### config.mk
export PLATFORM = sky130hd
export DESIGN_NAME = vga_sync_gen
export DESIGN_NICKNAME = d
export VERILOG_FILES = /design/src/rtl/vga_timing_pkg.sv /design/src/rtl/pix_clk_en.sv /design/src/rtl/vga_sync_gen.sv
export SDC_FILE = /design/constraint.sdc
export NUM_CORES = 1
export LEC_CHECK = 0
export CAP_MARGIN = 15
export CORE_AREA = 3 3 62 64
export CTS_CLUSTER_DIAMETER = 50
export DETAILED_ROUTE_END_ITERATION = 12
export DIE_AREA = 0 0 65 67
export PLACE_DENSITY = 0.86
export RECOVER_POWER = 50
export REMOVE_ABC_BUFFERS = 1
export SYNTH_ARGS = -nofsm -noshare
export SYNTH_HDL_FRONTEND = slang
export SYNTH_SLANG_ARGS = --single-unit
export TNS_END_PERCENT = 5
### constraint.sdc
create_clock -name clk -period 2.8 [get_ports clk]
set_clock_uncertainty 0.05 [all_clocks]
set_input_delay 0.42 -clock clk [delete_from_list [all_inputs] [get_ports clk]]
set_output_delay 0.42 -clock clk [all_outputs]
set_load 0.03 [all_outputs]
### src/rtl/vga_timing_pkg.sv
// 640x480@60 raster constants shared by the sync generator and the
// pixel-colour / snake-position blocks that need the screen bounds.
package vga_timing_pkg;

  localparam int COORD_W  = 10;

  localparam int H_ACTIVE = 640;
  localparam int H_FP     = 16;
  localparam int H_SYNC   = 96;
  localparam int H_BP     = 48;
  localparam int H_TOTAL  = H_ACTIVE + H_FP + H_SYNC + H_BP;

  localparam int V_ACTIVE = 480;
  localparam int V_FP     = 10;
  localparam int V_SYNC   = 2;
  localparam int V_BP     = 33;
  localparam int V_TOTAL  = V_ACTIVE + V_FP + V_SYNC + V_BP;

  typedef logic [COORD_W-1:0] coord_t;

  // Half-open window test [lo, lo+len).
  function automatic logic in_win(input coord_t x, input coord_t lo, input coord_t len);
    return (x >= lo) && (x < coord_t'(lo + len));
  endfunction

endpackage

### src/rtl/pix_clk_en.sv
// Pixel clock-enable divider: one registered pix_tick every CLK_DIV system clocks.
module pix_clk_en #(
  parameter int CLK_DIV = 4
) (
  input  logic clk,
  input  logic rst,
  output logic adv_o,
  output logic pix_tick_o
);

  localparam int CW = (CLK_DIV > 1) ? $clog2(CLK_DIV) : 1;

  logic [CW-1:0] cnt_q, cnt_d;
  logic          pix_tick_q;

  // adv_o marks the edge on which the raster counters step; pix_tick_o
  // is the same event delayed one clock so it lines up with the new counts.
  assign adv_o = (cnt_q == CW'(CLK_DIV - 1));

  always_comb begin
    cnt_d = cnt_q + 1'b1;
    if (adv_o) cnt_d = '0;
  end

  always_ff @(posedge clk) begin
    if (rst) begin
      cnt_q      <= '0;
      pix_tick_q <= 1'b0;
    end else begin
      cnt_q      <= cnt_d;
      pix_tick_q <= adv_o;
    end
  end

  assign pix_tick_o = pix_tick_q;

endmodule

### src/rtl/vga_sync_gen.sv
// VGA raster timing: hcount/vcount, visibility flags, syncs and per-frame strobes,
// all registered from next-state counts so every output is skew-free.
module vga_sync_gen
  import vga_timing_pkg::*;
#(
  parameter int CLK_DIV  = 4,
  parameter int H_ACTIVE = vga_timing_pkg::H_ACTIVE,
  parameter int H_FP     = vga_timing_pkg::H_FP,
  parameter int H_SYNC   = vga_timing_pkg::H_SYNC,
  parameter int H_BP     = vga_timing_pkg::H_BP,
  parameter int V_ACTIVE = vga_timing_pkg::V_ACTIVE,
  parameter int V_FP     = vga_timing_pkg::V_FP,
  parameter int V_SYNC   = vga_timing_pkg::V_SYNC,
  parameter int V_BP     = vga_timing_pkg::V_BP,
  parameter bit SYNC_POL = 1'b0
) (
  input  logic               clk,
  input  logic               rst,
  output logic [COORD_W-1:0] hcount,
  output logic [COORD_W-1:0] vcount,
  output logic               h_visable,
  output logic               v_visable,
  output logic               hsync,
  output logic               vsync,
  output logic               pix_tick,
  output logic               frame_tick,
  output logic               vblank_tick
);

  localparam int HT = H_ACTIVE + H_FP + H_SYNC + H_BP;
  localparam int VT = V_ACTIVE + V_FP + V_SYNC + V_BP;

  localparam coord_t H_LAST = coord_t'(HT - 1);
  localparam coord_t V_LAST = coord_t'(VT - 1);
  localparam coord_t H_ACT  = coord_t'(H_ACTIVE);
  localparam coord_t V_ACT  = coord_t'(V_ACTIVE);
  localparam coord_t HS_LO  = coord_t'(H_ACTIVE + H_FP);
  localparam coord_t HS_LEN = coord_t'(H_SYNC);
  localparam coord_t VS_LO  = coord_t'(V_ACTIVE + V_FP);
  localparam coord_t VS_LEN = coord_t'(V_SYNC);

  logic   adv;
  coord_t h_q, h_d, v_q, v_d;
  logic   hvis_q, vvis_q, hsync_q, vsync_q, frame_q, vblank_q;

  pix_clk_en #(.CLK_DIV(CLK_DIV)) u_pix_clk_en (
    .clk        (clk),
    .rst        (rst),
    .adv_o      (adv),
    .pix_tick_o (pix_tick)
  );

  always_comb begin
    h_d = h_q;
    v_d = v_q;
    if (adv) begin
      if (h_q == H_LAST) begin
        h_d = '0;
        v_d = (v_q == V_LAST) ? '0 : v_q + 1'b1;
      end else begin
        h_d = h_q + 1'b1;
      end
    end
  end

  always_ff @(posedge clk) begin
    if (rst) begin
      h_q      <= '0;
      v_q      <= '0;
      hvis_q   <= 1'b1;
      vvis_q   <= 1'b1;
      hsync_q  <= ~SYNC_POL;
      vsync_q  <= ~SYNC_POL;
      frame_q  <= 1'b0;
      vblank_q <= 1'b0;
    end else begin
      h_q      <= h_d;
      v_q      <= v_d;
      hvis_q   <= (h_d < H_ACT);
      vvis_q   <= (v_d < V_ACT);
      hsync_q  <= in_win(h_d, HS_LO, HS_LEN) ? SYNC_POL : ~SYNC_POL;
      vsync_q  <= in_win(v_d, VS_LO, VS_LEN) ? SYNC_POL : ~SYNC_POL;
      // Gating with adv keeps the strobes to the wrap event only; reset never fires them.
      frame_q  <= adv && (h_d == '0) && (v_d == '0);
      vblank_q <= adv && (h_d == '0) && (v_d == V_ACT);
    end
  end

  assign hcount      = h_q;
  assign vcount      = v_q;
  assign h_visable   = hvis_q;
  assign v_visable   = vvis_q;
  assign hsync       = hsync_q;
  assign vsync       = vsync_q;
  assign frame_tick  = frame_q;
  assign vblank_tick = vblank_q;

endmodule

==> flow_summary.toml, run 1 <==
[pwr]
power_frac_seq_pct = 58.0
power_frac_comb_pct = 6.2
p_sw_share_pct = 24.2
p_leak_nw = 0.707
intPower_mw = 0.557
p_clk_share_pct = 35.8
power_density_nw_per_um2 = 365
p_switching_mw = 0.178
irDropWorstVdd_mv = 0.204

[placement]
place_inst = 259
hpwl_um = 2900
portBuffers = 28
gp_congestion = 0.941

[logic_synthesis]
synth-edff-count = 0
async_flop_share_pct = 0
syn_avg_cell_area_um2 = 8.60
ys_types = 51
synth-seq-cells = 29
yosysSeqAreaShare_pct = 35.2
synthCells = 192
ys_warn_count = 0
synth_flop_cell = "dfxtp_1"
synthesis.area_um2 = 1650

[grt]
antenna_found_initial = 0
grt_max_degree = 24
overflow = 0
grt_first_pass_wirelength_um = 6620
first_global_vias = 1371
grtUsageTotal_pct = 20.3

[floorplan]
io-pin-count = 29
die_w_um = 65
die_h_um = 67
dieArea_um2 = 4360
initial_core_util_pct = 49.5
fp-row-count = 21
core_um2 = 3340

[worst_setup_path]
regToRegStartpoint = "hcount[0]"
worstPathArrival_ns = 2.75
critPathMaxFanout = 11
rrSetupSlack_ns = 0.27
ff2ff_path_depth = 8
setup.worst_path.start_class = "flip-flop"
cp-end-kind = "flip-flop"
path_class = "reg -> reg"
rr_endpoint = "frame_tick"
required_ns = 3.02

[sta]
max_slew.worst_pin.slew_ns = 0.984
min_period_over_period_pct = 90.4
hold_viol_final = 0
fmax_mhz = 395
fin_crit_ns = 2.53
setup_viol = 0
tns_ns = 0
slew_headroom_pct = 34.4
drv_slew = 0
rsz0062_at_grt = "no"

[run_status]
outcome = "complete, no violations"

[route]
firstDrtPassIters = 4
vias_per_cell = 5.86
wl_um = 3990
ant_nets = 0
vias = 1560
drt_iter0_markers = 131
drcViolationCount = 0
wl_per_cell_um = 15.0

[clocking]
cts_made_buffers = 5
clkSinkCount = 29
postCtsSetupBuffers = 0
clk_latency_ns = 0.34
htree_num_levels = 2
clkTransAtPathRegs_ns = 0.09
clock_path_buffers = 2
cts_tree = "yes"
cts_root_buf = "clkbuf_4"

[hold_path]
min_to = "u_pix_clk_en.cnt_q[0]"
hp-class = "reg -> reg"
holdPathStages = 1
worstHoldStart = "u_pix_clk_en.cnt_q[0]"

[flow_run]
drv_cap = 0

[finish]
multiInputGateArea_um2 = 986
drive_above_1_share_pct = 9.09
nets = 226
final-seq-area_um2 = 581
diodes = 0
syn_to_final_growth_pct = 21.8
finalNonFillerCells = 266
n_fill_cell = 306
state kept, by name, summed over array words and instances (netlist names):
signal / cells
v_visable: 1
hsync: 1
vsync: 1
hcount: 10
vblank_tick: 1
vcount: 10
frame_tick: 1
u_pix_clk_en.cnt_q: 2
h_visable: 1
u_pix_clk_en.pix_tick_o: 1
stage by stage:
| step | setup WS, ns | utilization (%) | hold slack (ns) | power, mW | cell area [um^2] |
|---|---|---|---|---|---|
| 2_1_floorplan | 0.177 | - | 0.350 | 0.462 | 1590 |
| 3_3_place_gp | 0.195 | 58.6 | 0.361 | 0.480 | 1960 |
| 3_5_place_dp | 0.183 | 58.6 | 0.379 | 0.482 | 1960 |
| 4_1_cts | 0.167 | 60.3 | 0.391 | 0.740 | 2010 |
| 5_1_grt | 0.0546 | 60.3 | 0.422 | 0.771 | 2010 |
| 6_report | 0.269 | 60.3 | 0.393 | 0.735 | 2010 |
synthesized netlist by cell type, types with 2 or more instances:
cell	number	area (um^2)
nand4_1	12	75.1
mux2i_1	4	40.0
xnor2_1	7	61.3
ha_1	4	50.1
a21oi_1	9	45.0
a211o_1	3	26.3
clkbuf_1	3	11.3
dfxtp_1	29	581
a31oi_1	4	25.0
nand2_1	12	45.0
nor4_1	3	18.8
o211ai_1	2	15.0
nand3_1	9	45.0
and3_1	3	18.8
buf_2	2	10.0
nor2b_1	4	25.0
nor3_2	2	20.0
or3_1	2	12.5
buf_4	4	30.0
xor2_1	6	52.6
or4_1	2	15.0
nor2_1	18	67.6
o21ai_0	6	30.0
a41oi_1	2	17.5
nor3_1	8	40.0
inv_1	7	26.3
worst max-delay path by stage:
stage | from | to | slack (ns) | cells past startpoint
after floorplan | hcount[9] | frame_tick | 0.18 | 6
after global placement | u_pix_clk_en.cnt_q[0] | frame_tick | 0.19 | 7
after detailed placement | u_pix_clk_en.cnt_q[0] | frame_tick | 0.18 | 7
after CTS | u_pix_clk_en.cnt_q[0] | frame_tick | 0.17 | 7
after global routing | hcount[0] | frame_tick | 0.05 | 8
final | hcount[0] | frame_tick | 0.27 | 8
cells in the final DEF (no fill, tap or decap), types with 3 or more instances in the layout:
master and count:
a211o_1 3, a21oi_1 9, a31oi_1 4, and3_1 3, buf_4 3, clkbuf_4 5
clkdlybuf4s50_1 18, dfxtp_1 29, dlygate4sd3_1 10, ha_1 3, inv_1 7, mux2i_1 4
nand2_1 12, nand3_1 9, nand4_1 12, nor2_1 18, nor2b_1 4, nor3_1 9
o21ai_0 6, xnor2_1 7, xor2_1 6
layer usage:
layer  track usage, %  wire [um]
met5                0          0
met4             9.50         77
met3             5.73        216
met2             30.8       1830
met1             26.5       1860
kinds of logic (layout without fill, tap and decap cells):
group / after synthesis / count (layout) / synth area share [%]
fa+ha+maj: 4 / 4 / 3.03
compound gates: 32 / 32 / 12.7
xor+xnor: 13 / 13 / 6.89
simple gates: 91 / 91 / 33.7
flops: 29 / 29 / 35.2
mux: 5 / 5 / 3.11
buf+inv: 18 / 46 / 5.38
timing repair:
item / CTS / global route
gates resized for setup: 0 / 2
setup endpoints to repair: 0 / 1
hold buffers: 0 / 0
power by group through the flow:
stage	clock, mW	sequential, mW	combinational, mW
floorplan	0	0.441	0.0217
global placement	0	0.435	0.0451
detailed placement	0	0.436	0.0466
CTS	0.267	0.426	0.0467
global route	0.293	0.428	0.0499
finish	0.263	0.426	0.0458
worst max-delay path, stage by stage, from the launching register on:
cell     delay (ns)
dfxtp_1        0.44
ha_1           0.28
nand3_1        0.20
nor3_1         0.27
buf_4          0.24
nand3_1        0.14
mux2i_1        0.16
or4b_1         0.54
nor3_2         0.15
cell type report:
cell class	count	area share, %
Multi-Input combinational cell	145	49.0
Sequential cell	29	28.9
Timing Repair Buffer	32	15.2
Tap cell	46	2.86
Clock buffer	7	2.74
Inverter	7	1.31
Power figures use the tool's default switching activity.
==> run 2, diff against run 1 <==
--- a/config.mk
+++ b/config.mk
@@ -6,11 +6,11 @@
 export NUM_CORES = 1
 export LEC_CHECK = 0
 export CAP_MARGIN = 15
-export CORE_AREA = 3 3 62 64
+export CORE_AREA = 3 3 64 66
 export CTS_CLUSTER_DIAMETER = 50
 export DETAILED_ROUTE_END_ITERATION = 12
-export DIE_AREA = 0 0 65 67
-export PLACE_DENSITY = 0.86
+export DIE_AREA = 0 0 67 69
+export PLACE_DENSITY = 0.82
 export RECOVER_POWER = 50
 export REMOVE_ABC_BUFFERS = 1
 export SYNTH_ARGS = -nofsm -noshare
==> run 2 against run 1 <==
Compared with the run above: cell area increased by 1.2%; worst setup slack lost 0.15 ns; sequential power about the same; first-iteration DRC count up 24%; clock-buffer cell count stayed put; global-route usage fell by 1.7 points; clock power grew 30%; fmax decreased by 5.6%.
==> flow_summary.toml, run 2 (synthesis gave the netlist of run 1 again) <==
[run_status]
outcome = "complete, no violations"

[route]
ant_nets = 0
firstDrtPassIters = 4
drt_iter0_markers = 163
wl_per_cell_um = 14.7
vias = 1546
vias_per_cell = 5.75
wl_um = 3970
drcViolationCount = 0

[sta]
max_slew.worst_pin.slew_ns = 0.648
drv_slew = 0
min_period_over_period_pct = 95.7
fmax_mhz = 373
fin_crit_ns = 2.68
setup_viol = 0
slew_headroom_pct = 56.4
hold_viol_final = 0
rsz0062_at_grt = "no"
tns_ns = 0

[grt]
overflow = 0
grt_max_degree = 24
first_global_vias = 1502
antenna_found_initial = 0
grt_first_pass_wirelength_um = 6840
grtUsageTotal_pct = 18.6

[floorplan]
die_w_um = 67
io-pin-count = 29
initial_core_util_pct = 45.5
dieArea_um2 = 4620
core_um2 = 3630
fp-row-count = 22
die_h_um = 69

[finish]
multiInputGateArea_um2 = 977
mostFrequentLayoutCell = "dfxtp_1"
nets = 227
n_fill_cell = 347
syn_to_final_growth_pct = 23.3
final-seq-area_um2 = 581
mostFrequentLayoutCells = "dfxtp_1, nor2_1, clkdlybuf4s50_1"
finalNonFillerCells = 269
design_area_um2 = 2040
drive_above_1_share_pct = 7.69
diodes = 0

[worst_setup_path]
worstPathArrival_ns = 2.78
rr_endpoint = "vsync"
path_class = "reg -> reg"
ff2ff_path_depth = 8
cp-end-kind = "flip-flop"
setup.worst_path.start_class = "flip-flop"
critPathMaxFanout = 5
regToRegStartpoint = "hcount[0]"
required_ns = 2.90
rrSetupSlack_ns = 0.12

[clocking]
cts_root_buf = "clkbuf_8"
htree_num_levels = 2
clkSinkCount = 29
clock_path_buffers = 2
clk_latency_ns = 0.28
cts_made_buffers = 5
cts_tree = "yes"
clkTransAtPathRegs_ns = 0.06
cts_hold_buf = 0
postCtsSetupBuffers = 0
cts.repair.resized = 0

[placement]
hpwl_um = 2930
placed_area_um2 = 1970
gp_congestion = 0.912
portBuffers = 28
place_inst = 262

[pwr]
irDropWorstVdd_mv = 0.179
power_density_nw_per_um2 = 401
p_leak_nw = 0.729

[hold_path]
min_to = "u_pix_clk_en.cnt_q[0]"
holdPathStages = 1
worstHoldStart = "u_pix_clk_en.cnt_q[0]"
hp-class = "reg -> reg"

[flow_run]
drv_cap = 0
-- run 2: changes by cell type in the layout (fill, tap and decap cells not counted), sizes merged --
cell,before,now
dlygate4sd3,10,12
clkdlybuf4s50,18,16
clkbuf,8,10
buf,3,2
-- run 2: stage by stage --
| step | setup slack [ns] | power, mW | hold slack [ns] | util, % |
|---|---|---|---|---|
| 2_1_floorplan | 0.177 | 0.462 | 0.350 | - |
| 3_3_place_gp | 0.229 | 0.482 | 0.369 | 54.1 |
| 3_5_place_dp | 0.196 | 0.485 | 0.394 | 54.1 |
| 4_1_cts | 0.150 | 0.826 | 0.403 | 56.5 |
| 5_1_grt | 0.0220 | 0.847 | 0.417 | 56.1 |
| 6_report | 0.119 | 0.816 | 0.394 | 56.1 |
-- run 2: how the worst max path moves through the flow --
stage,start,endpoint,slack (ns)
2_1_floorplan,hcount[9],frame_tick,0.18
3_3_place_gp,hcount[0],frame_tick,0.23
3_5_place_dp,hcount[0],frame_tick,0.20
4_1_cts,hcount[0],frame_tick,0.15
5_1_grt,hcount[0],vsync,0.02
6_report,hcount[0],vsync,0.12
-- run 2: final cells by class --
| type | count | share of cell area, % |
|---|---|---|
| Inverter | 7 | 1.29 |
| Clock buffer | 7 | 4.24 |
| Sequential cell | 29 | 28.5 |
| Timing Repair Buffer | 33 | 15.0 |
| Multi-Input combinational cell | 145 | 48.0 |
| Tap cell | 48 | 2.95 |
-- run 2: worst max-delay path, cell delays in order, from the launching register on --
cell	delay, ns
dfxtp_1	0.42
ha_1	0.27
nand3_1	0.20
nor3_1	0.55
clkbuf_1	0.25
nand3b_1	0.10
a21oi_1	0.17
o211ai_1	0.14
or4_1	0.41
-- run 2: routing by layer --
| layer | track usage, % | part of all wire [%] | vias up |
|---|---|---|---|
| met5 | 0 | 0 | - |
| met4 | 8.56 | 2.1 | 0 |
| met3 | 4.89 | 5.0 | 13 |
| met2 | 28.6 | 48 | 57 |
| met1 | 23.9 | 45 | 713 |
| li1 | - | - | 763 |
-- run 2: where the power goes --
| part | switching (mW) | internal (mW) | leakage (nW) |
|---|---|---|---|
| Combinational | 0.0270 | 0.0198 | 0.450 |
| Sequential | 0.00730 | 0.420 | 0.234 |
| Clock | 0.148 | 0.194 | 0.0443 |
==> run 3, diff against run 2 <==
--- a/config.mk
+++ b/config.mk
@@ -13,6 +13,8 @@
 export PLACE_DENSITY = 0.82
 export RECOVER_POWER = 50
 export REMOVE_ABC_BUFFERS = 1
+export SKIP_LAST_GASP = 1
+export SLEW_MARGIN = 20
 export SYNTH_ARGS = -nofsm -noshare
 export SYNTH_HDL_FRONTEND = slang
 export SYNTH_SLANG_ARGS = --single-unit
==> results of run 3 <==
No change in the layout: final DEF, timing and power equal those of run 2.
==> edit 1 (flow settings as in run 2) <==
Reset style: asynchronous (`rst`), changed in 2 clocked blocks.
--- a/src/rtl/pix_clk_en.sv
+++ b/src/rtl/pix_clk_en.sv
@@ -22,7 +22,7 @@
     if (adv_o) cnt_d = '0;
   end
 
-  always_ff @(posedge clk) begin
+  always_ff @(posedge clk or posedge rst) begin
     if (rst) begin
       cnt_q      <= '0;
       pix_tick_q <= 1'b0;
--- a/src/rtl/vga_sync_gen.sv
+++ b/src/rtl/vga_sync_gen.sv
@@ -63,7 +63,7 @@
     end
   end
 
-  always_ff @(posedge clk) begin
+  always_ff @(posedge clk or posedge rst) begin
     if (rst) begin
       h_q      <= '0;
       v_q      <= '0;
Function: differs if rst is asserted again (counterexample within 10 cycles, from zero or initial values and one cycle with rst high); with rst held inactive, the same outputs for 10 cycles.
==> edit 1 against run 2 <==
  * The run now ends with max-capacitance violations, max-slew violations left
  * Setup slack gained 110 ps
  * Wire length increased by 7.9%
  * Sequential cell count unchanged
  * Via count grew 7.5%
  * Synthesized area up 7.3%
  * Synthesized cell count increased by 2.1%
  * First-iteration DRC count decreased by 2.5%
  * Final area grew 10%
  * Critical path type unchanged
Power is not compared: it rests on default switching activity, and its combinational part moved more than twofold at a synthesized area within 25%.
==> edit 1: results (changes against run 2) <==
* Mean number of vias per cell at 6.00 (+4.4%)
* Metal2 WL at 1.96 mm (+3.7%)
* Failing checks: max-capacitance violations, max-slew violations
* Total Routing Usage GR at 0.200 (+0.0133)
* Top FF cell, synth: dfrtp_1
* Worst-Margin Slew at 1560 ps (+912 ps)
* Commonest cells in the synthesized netlist: dfrtp_1, nand2_1, o21ai_0
* Critical-path maximum fanout at 3 (-2)
* Synth area leaders: dfrtp_1, dfstp_2, o21ai_0
* Max-slew violation count at 30 (+30)
* Grt met3 use at 0.0407 (-0.00814)
* Final Total Pwr at 889 uW
* Placed cell areas at 0.00213 sq mm (+8.1%)
* CP max stage cell: or4_1
* Inst Count DP at 269 (+2.7%)
* Seq/Total Area, Yosys at 0.412 (+0.0609)
* FFs w/ async S/R, synth at 1.00 (+1.00)
* Iteration-0 DRC Markers at 159 (-2.5%)
* Final WL at 4.28 mm (+7.9%)
* Core Util, Final at 0.619 (+0.0585)
* Number of library cell types mapped by synthesis at 52 (+2.0%)
* Fillcell total at 316 (-8.9%)
* Vias in the first global route at 1495 (-0.47%)
* M2 GR Usage at 0.278 (-0.00764)
* M1 GR Usage at 0.300 (+0.0608)
* Reg-to-reg endpoint: vblank_tick$_DFF_PP0_
* Max-Cap Viols at 1 (+1)
* WP data arrival at 2710 ps (-70 ps)
* Layout cell share with drive strength beyond 1 at 0.135 (+0.0584)
* WL met3 at 292 um (+46%)
* Setup WS post-layout at 234 ps (+115 ps)
* Outcome: finished, violations left
* Worst Reg-to-Reg Cells at 6 (-2)
[edit 1: cell count changes after synthesis, moves of 6 or more]
cell | before | now
dfxtp_1 | 29 | 0
o21ai_0 | 6 | 14
a21oi_1 | 9 | 3
dfrtp_1 | 0 | 25
[edit 1: cell families (layout without fill, tap and decap cells)]
kind of cell    Yosys count  count (layout)  share of synthesized area
fa+ha+maj                 4               4                     0.0282
buf+inv                  20              53                     0.0508
flops                    29              29                      0.412
xor+xnor                 10              10                     0.0494
simple gates             87              87                      0.279
mux                       3               3                     0.0169
compound gates           43              43                      0.163
[edit 1: area by class of cell]
cell class,count,share of cell area
tap,48,0.0267
clock inverter,2,0.0167
timing repair buffer,39,0.158
clock buffer,6,0.0367
inverter,6,0.0100
multi-input combinational,147,0.427
sequential,29,0.325
[edit 1: how the worst min path moves through the flow]
stage                                                from                         endpoint  slack (ps)
after CTS                 u_pix_clk_en.cnt_q[0]$_DFF_PP0_  u_pix_clk_en.cnt_q[0]$_DFF_PP0_         390
after global routing      u_pix_clk_en.cnt_q[0]$_DFF_PP0_  u_pix_clk_en.cnt_q[0]$_DFF_PP0_         410
after global placement    u_pix_clk_en.cnt_q[0]$_DFF_PP0_  u_pix_clk_en.cnt_q[0]$_DFF_PP0_         370
after floorplan           u_pix_clk_en.cnt_q[0]$_DFF_PP0_  u_pix_clk_en.cnt_q[0]$_DFF_PP0_         350
after detailed placement  u_pix_clk_en.cnt_q[0]$_DFF_PP0_  u_pix_clk_en.cnt_q[0]$_DFF_PP0_         380
final                     u_pix_clk_en.cnt_q[0]$_DFF_PP0_  u_pix_clk_en.cnt_q[0]$_DFF_PP0_         380
[edit 1: what timing repair did]
action / in CTS / in global routing
endpoints found under the setup margin: 0 / 3
hold buffers: 0 / 0
resized for setup: 0 / 4
==> edit 2 (flow settings as in run 2) <==
Made on the original files. Set the parameter `SYNC_POL` to 1'b1 (it was 1'b0).
--- a/src/rtl/vga_sync_gen.sv
+++ b/src/rtl/vga_sync_gen.sv
@@ -12,7 +12,7 @@
   parameter int V_FP     = vga_timing_pkg::V_FP,
   parameter int V_SYNC   = vga_timing_pkg::V_SYNC,
   parameter int V_BP     = vga_timing_pkg::V_BP,
-  parameter bit SYNC_POL = 1'b0
+  parameter bit SYNC_POL = 1'b1
 ) (
   input  logic               clk,
   input  logic               rst,
Function: changed (Yosys sat finds a counterexample within 4 cycles, from zero or initial values and one cycle with rst high).
==> edit 2 against run 2 <==
  * Sequential cell count unchanged
  * Final area up 5.1%
  * Count of clock-buffer cells in the layout unchanged
  * Wire length up 3.3%
  * Power up 8.2%
  * Setup slack better by 190 ps
  * Maximum frequency up 7.6%
  * Synthesized area up 5.4%
==> edit 2: results (changes against run 2) <==
* CP max stage cell: and3_4
* M2 GR Usage at 0.287 (+0.00109)
* Outcome: finished, final reports clean
* Post-synthesis adder-cell area fraction at 0.0288 (-0.00155)
* Metal-1 WL at 1.87 mm (+4.2%)
* Layout cell share with drive strength beyond 1 at 0.0897 (+0.0128)
* DR WL/cell at 14.5 um (-1.5%)
* Worst Hold Path Cells at 1 (unchanged)
* Post-DP HPWL at 2.98 mm (+1.8%)
* Critical path's largest stage delay at 400 ps (-150 ps)
* Metal2 WL at 1.99 mm (+5.5%)
* Min-delay worst type: flop to flop
* Fillcell total at 333 (-4.0%)
* Post-layout nets at 239 (+5.3%)
* Post-CTS Setup Repair Bufs at 0 (unchanged)
* Synth Area in XOR/XNOR at 0.0705 (+0.00151)
* Inst Count DP at 274 (+4.6%)
* Number of library cell types mapped by synthesis at 53 (+3.9%)
* Commonest cells in the synthesized netlist: dfxtp_1, nand2_1, nor2_1
* WP data arrival at 2590 ps (-190 ps)
* Worst VDD drop at 0.326 mV (+83%)
* Hold Path Sink: u_pix_clk_en.cnt_q[0]$_SDFF_PP0_
* Worst Reg-to-Reg Cells at 7 (-1)
* Synth area leaders: dfxtp_1, nor3_1, xnor2_1
* Leak at 0.000743 uW (+2.0%)
* Critical path origin: u_pix_clk_en.cnt_q[0]$_SDFF_PP0_
* First-pass GRT wire length at 7.07 mm (+3.3%)
* Seq/Total Area, Yosys at 0.334 (-0.0179)
* WL met3 at 190 um (-5.0%)
* Fin Hold WS at 388 ps (-5.61 ps)
* Final Non-Filler Cells at 282 (+4.8%)
* Multiplexer share of the synthesized area at 0.0115 (-0.0196)
* Vias at 1631 (+5.5%)
* Total Routing Usage GR at 0.193 (+0.00664)
* CP endpoint: v_visable$_SDFF_PP1_
* Placed cell areas at 0.00203 sq mm (+3.1%)
* Iteration-0 DRC Markers at 134 (-18%)
* Post-place setup slack at 263 ps (+67.1 ps)
* Final Critical Period at 2490 ps (-190 ps)
* Critical-path maximum fanout at 22 (+17)
* Grt met3 use at 0.0407 (-0.00814)
* M1 GR Usage at 0.269 (+0.0291)
* Worst-Margin Slew at 947 ps (+298 ps)
* GPL Wtd Cong at 0.881 (-3.4%)
## edit 2: layout make-up
cell class / instances / area [sq um] / area share
Clock buffer: 7 / 86.3 / 0.0403
Inverter: 6 / 22.5 / 0.0105
Multi-Input combinational cell: 158 / 1050 / 0.491
Tap cell: 48 / 60.1 / 0.0281
Clock inverter: 1 / 30.0 / 0.0140
Timing Repair Buffer: 33 / 310 / 0.145
Sequential cell: 29 / 581 / 0.271
## edit 2: power by group through the flow
| stage | registers, uW | clock network, uW | logic [uW] |
|---|---|---|---|
| after floorplan | 433 | 0 | 10.8 |
| after global placement | 430 | 0 | 26.9 |
| after detailed placement | 430 | 0 | 27.1 |
| after CTS | 421 | 446 | 27.3 |
| after global routing | 422 | 460 | 28.7 |
| final | 422 | 436 | 25.3 |
## edit 2: worst register-to-register path: cells and delay by family (launching register included)
family	cells	cell delay (ps)
xor gates and xnor gates	1	200
DFF	1	340
and+or+nand+nor	4	1240
AOI/OAI and AO/OA	1	150
adders and majority gates	1	370
